$ cat src/rtl/dmem_arbiter.sv
// dmem_arbiter: shares the single-port data RAM between the core load/store path and an external port.
// Define DMEM_ARB_STARVE_GUARD_EN to build the external-port starvation guard (forced grant + core stall).
`ifndef DATA_DEPTH
`define DATA_DEPTH 1024
`endif
`ifndef REG_WIDTH
`define REG_WIDTH 32
`endif

module dmem_arbiter #(
    parameter int ADDR_W       = $clog2(`DATA_DEPTH),
    parameter int DATA_W       = `REG_WIDTH,
    parameter int STARVE_LIMIT = 8
) (
    input  logic              clk,
    input  logic              rst,
    input  logic              core_en,
    input  logic              core_we,
    input  logic [ADDR_W-1:0] core_addr,
    input  logic [DATA_W-1:0] core_wdata,
    output logic              core_stall,
    output logic              core_rvalid,
    output logic [DATA_W-1:0] core_rdata,
    input  logic              ext_req,
    input  logic              ext_we,
    input  logic [ADDR_W-1:0] ext_addr,
    input  logic [DATA_W-1:0] ext_wdata,
    output logic              ext_gnt,
    output logic              ext_rvalid,
    output logic [DATA_W-1:0] ext_rdata,
    output logic              mem_en,
    output logic              mem_we,
    output logic [ADDR_W-1:0] mem_addr,
    output logic [DATA_W-1:0] mem_din,
    input  logic [DATA_W-1:0] mem_dout
);

    typedef enum logic [1:0] {
        OWN_NONE = 2'd0,
        OWN_CORE = 2'd1,
        OWN_EXT  = 2'd2
    } owner_t;

    owner_t rd_owner;
    owner_t rd_owner_nxt;
    logic   core_gnt;
    logic   force_ext;

    if (STARVE_LIMIT < 1) begin : g_bad_starve_limit
        $error("dmem_arbiter: STARVE_LIMIT must be at least 1");
    end

`ifdef DMEM_ARB_STARVE_GUARD_EN
    localparam int CNT_W = $clog2(STARVE_LIMIT + 1);
    localparam logic [CNT_W-1:0] CNT_MAX = CNT_W'(STARVE_LIMIT);

    logic [CNT_W-1:0] starve_cnt;

    // A full count means the external port has waited long enough to pre-empt the core.
    assign force_ext = ext_req && (starve_cnt == CNT_MAX);

    always_ff @(posedge clk) begin
        if (rst || ext_gnt) begin
            starve_cnt <= '0;
        end else if (ext_req && (starve_cnt != CNT_MAX)) begin
            starve_cnt <= starve_cnt + 1'b1;
        end
    end
`else
    assign force_ext = 1'b0;
`endif

    // Stage 0: combinational grant and RAM mux, all forced idle during reset.
    always_comb begin
        core_gnt   = 1'b0;
        ext_gnt    = 1'b0;
        core_stall = 1'b0;
        mem_en     = 1'b0;
        mem_we     = 1'b0;
        mem_addr   = '0;
        mem_din    = '0;
        if (!rst) begin
            if (core_en && !force_ext) begin
                core_gnt = 1'b1;
            end else if (ext_req) begin
                ext_gnt    = 1'b1;
                core_stall = core_en;
            end
            if (core_gnt) begin
                mem_en   = 1'b1;
                mem_we   = core_we;
                mem_addr = core_addr;
                mem_din  = core_wdata;
            end else if (ext_gnt) begin
                mem_en   = 1'b1;
                mem_we   = ext_we;
                mem_addr = ext_addr;
                mem_din  = ext_wdata;
            end
        end
    end

    always_comb begin
        rd_owner_nxt = OWN_NONE;
        if (core_gnt && !core_we) begin
            rd_owner_nxt = OWN_CORE;
        end else if (ext_gnt && !ext_we) begin
            rd_owner_nxt = OWN_EXT;
        end
    end

    // Stage 1: owner tag lines up with the RAM's one-cycle read latency.
    always_ff @(posedge clk) begin
        if (rst) begin
            rd_owner <= OWN_NONE;
        end else begin
            rd_owner <= rd_owner_nxt;
        end
    end

    assign core_rvalid = (rd_owner == OWN_CORE);
    assign ext_rvalid  = (rd_owner == OWN_EXT);
    assign core_rdata  = mem_dout;
    assign ext_rdata   = mem_dout;

    a_single_owner: assert property (@(posedge clk) disable iff (rst) !(ext_gnt && core_gnt));

endmodule

$ cat config.mk
export PLATFORM = sky130hd
export DESIGN_NAME = dmem_arbiter
export DESIGN_NICKNAME = d
export VERILOG_FILES = /design/src/rtl/dmem_arbiter.sv
export SDC_FILE = /design/constraint.sdc
export NUM_CORES = 1
export LEC_CHECK = 0
export ABC_AREA = 1
export BUFFER_PORTS_ARGS = -buffer_cell sky130_fd_sc_hd__buf_4
export CELL_PAD_IN_SITES_DETAIL_PLACEMENT = 1
export CELL_PAD_IN_SITES_GLOBAL_PLACEMENT = 1
export CORE_UTILIZATION = 13
export DETAILED_ROUTE_END_ITERATION = 6
export GPL_TIMING_DRIVEN = 0
export PLACE_DENSITY = 0.88
export SETUP_SLACK_MARGIN = 0.1
export SYNTH_ARGS = -nofsm -noshare
export SYNTH_HDL_FRONTEND = slang
export SYNTH_SLANG_ARGS = --single-unit
export TNS_END_PERCENT = 100
$ cat constraint.sdc
create_clock -name clk -period 0.85 [get_ports clk]
set_input_delay 0.17 -clock clk [delete_from_list [all_inputs] [get_ports clk]]
set_output_delay 0.17 -clock clk [all_outputs]
set_load 0.005 [all_outputs]
==> impl_metrics.ini <==
[finish]
largest_reg_flops = 2
n_fill_cell = 1246
antenna_cells = 0
largest-register = rd_owner
layout_common_cells = buf_4 (260), nand2_1 (54), nand4_1 (43)
stdcell_count = 568
top_regs = rd_owner: 2 flops
multi_input_area_sq_um = 783
postLayoutCoreUtil_pct = 34.5
drive_above_1_share_pct = 76.1
seq_area_sq_um = 42.5
area_growth_pct = 157
final_common_cell = buf_4
final_nets = 559

[power_and_ir_drop]
power_density_mw_per_mm2 = 601
vdd_drop_max_mv = 0.362
power_mw = 2.04
p_leak_nw = 1.97

[global_route]
grt_usage_pct = 12.8
grt_overflow = 0
grt_pass1_vias = 2316
antenna_found_initial = 0
grt_max_degree = 11
grt_pass1_wl_mm = 10.6

[place]
gp_congestion = 0.728
io_buffers = 199
dp.cells = 559
hpwl_mm = 6.20

[outcome]
outcome = finished, violations left
violations = negative setup slack

[worst_setup_path]
worstSetupPathType = input port to output pin
critPathLaunchType = input port
cp_top_family = buffers and inverters
critical_path.max_fanout = 10
cp_num_buf_inv = 4
crit_chain = buf_12 -> nor2_4 -> buf_12 -> buf_8 -> nand2_2 -> nand2_1 -> buf_4
crit_required_ps = 680
end_kind = output pin
slowest_delay_ps = 160
worst_path_most_repeated_cell = buf_12
worstPathArrival_ps = 930
critPathSlowestCell = buf_8

[route]
drtAntennaViolNets = 0
drc = 0
drtIter0Drc = 12
vias_per_cell = 4.02
wl_mm = 7.80
wl_per_cell_um = 13.7
vias = 2283
dr.pass1.iters = 4

[yosys]
yosys-mux-area-fraction_pct = 0
synth_xor_area_share_pct = 0
netlist.area_leader.share_pct = 37.0
synth_cell_types = 14
synth_adder_area_share_pct = 0
synth_top_family_by_area = simple AND/OR/NAND/NOR gates
syn_nets = 349
synth-compound-area-share_pct = 0
synth_area_leaders = buf_4 (37%), nand2_1 (22%), nand4_1 (20%)
ys_seq_elements = 2
netlist_area_sq_mm = 0.00132
yosysSeqAreaShare_pct = 3.04
yosys.area_share.simple_pct = 49.9
synth_area_leader_cell = buf_4
yosysWarnings = 0
avgSynthCellArea_sq_um = 5.80
syn_inst = 227

[timing]
finalCritPeriodShare_pct = 130
setup_ws_ps = -251
slew_violations = 0
period_needed_ps = 1100
whs_ps = 121
setup_tns_ps = -9580
setup_violations = 46
clock.fmax_ghz = 0.908
grt_setup_unrepaired = true
hold_viol_final = 0

[die]
die-height_um = 103
coreArea_sq_mm = 0.00982
num_rows = 36
fp.dieW_um = 103
pin_count = 234
dieArea_sq_mm = 0.0105
initial_core_util_pct = 13.4

[clocking]
cts_buffers = 3
h-tree-depth = 1
path_clk_slew_ps = 30
cts-hold-fix-buffers = 0
cts_tree = built
clkSinkCount = 2
cts_root_buf = clkbuf_8
cts_buffer_depth = 2

[hold_path]
hold_path.class = input port to flip-flop

[flow_run]
max_cap_violations = 0
## worst paths after layout
kind | cells after the start | from | end | slack (ps)
max | 7 | rst | mem_din[7] | -250
min | 2 | ext_we | rd_owner[1]$_SDFF_PP0_ | 120
## cells in the mapped netlist (all sizes together)
cell type  instances
nand2             86
buf               82
nand4             43
nor2               6
inv                5
dfxtp              2
conb               1
nand3              1
nor3               1
## report_power, final
| group | internal (mW) | total, mW | switching, mW | leakage, nW |
|---|---|---|---|---|
| clock network | 0.299 | 0.372 | 0.0726 | 0.0216 |
| registers | 0.0986 | 0.101 | 0.00244 | 0.0172 |
| logic | 1.00 | 1.56 | 0.560 | 1.93 |
## cells by family (layout without fill, tap and decap cells)
logic type	count (synthesis)	in the layout
buf+inv	87	295
flops	2	2
other cells	1	1
simple gates	137	137
## per-layer routing
metal	global-route usage (%)	wire length, um	part of all wire, %
met1	12.6	2580	33
met2	27.5	4380	56
met3	2.44	806	10
met4	1.65	30	0.38
met5	0	0	0
## timing repair
action | CTS | global route
cloned | 2 | 0
gates resized for setup | 46 | 35
pin swaps | 2 | 3
buffers inserted | 4 | 0
endpoints found under the setup margin | 47 | 47
## per-stage QoR
stage	cell area, sq um	worst slack, ps
2_1_floorplan	1350	19.7
3_5_place_dp	3010	-434
6_report	3390	-251
5_1_grt	3390	-301
3_3_place_gp	3010	-418
4_1_cts	3260	-253
## final cells by class
class                   instances  share of cell area (%)
plain buffers                  82                    20.1
clock buffers                   3                    1.22
inverters                       5                    1.07
multi-input cells             138                    23.1
flip-flops and latches          2                    1.25
well taps                     133                    4.91
repair buffers                205                    48.3
Note: power is estimated with default switching activity, not from simulation.
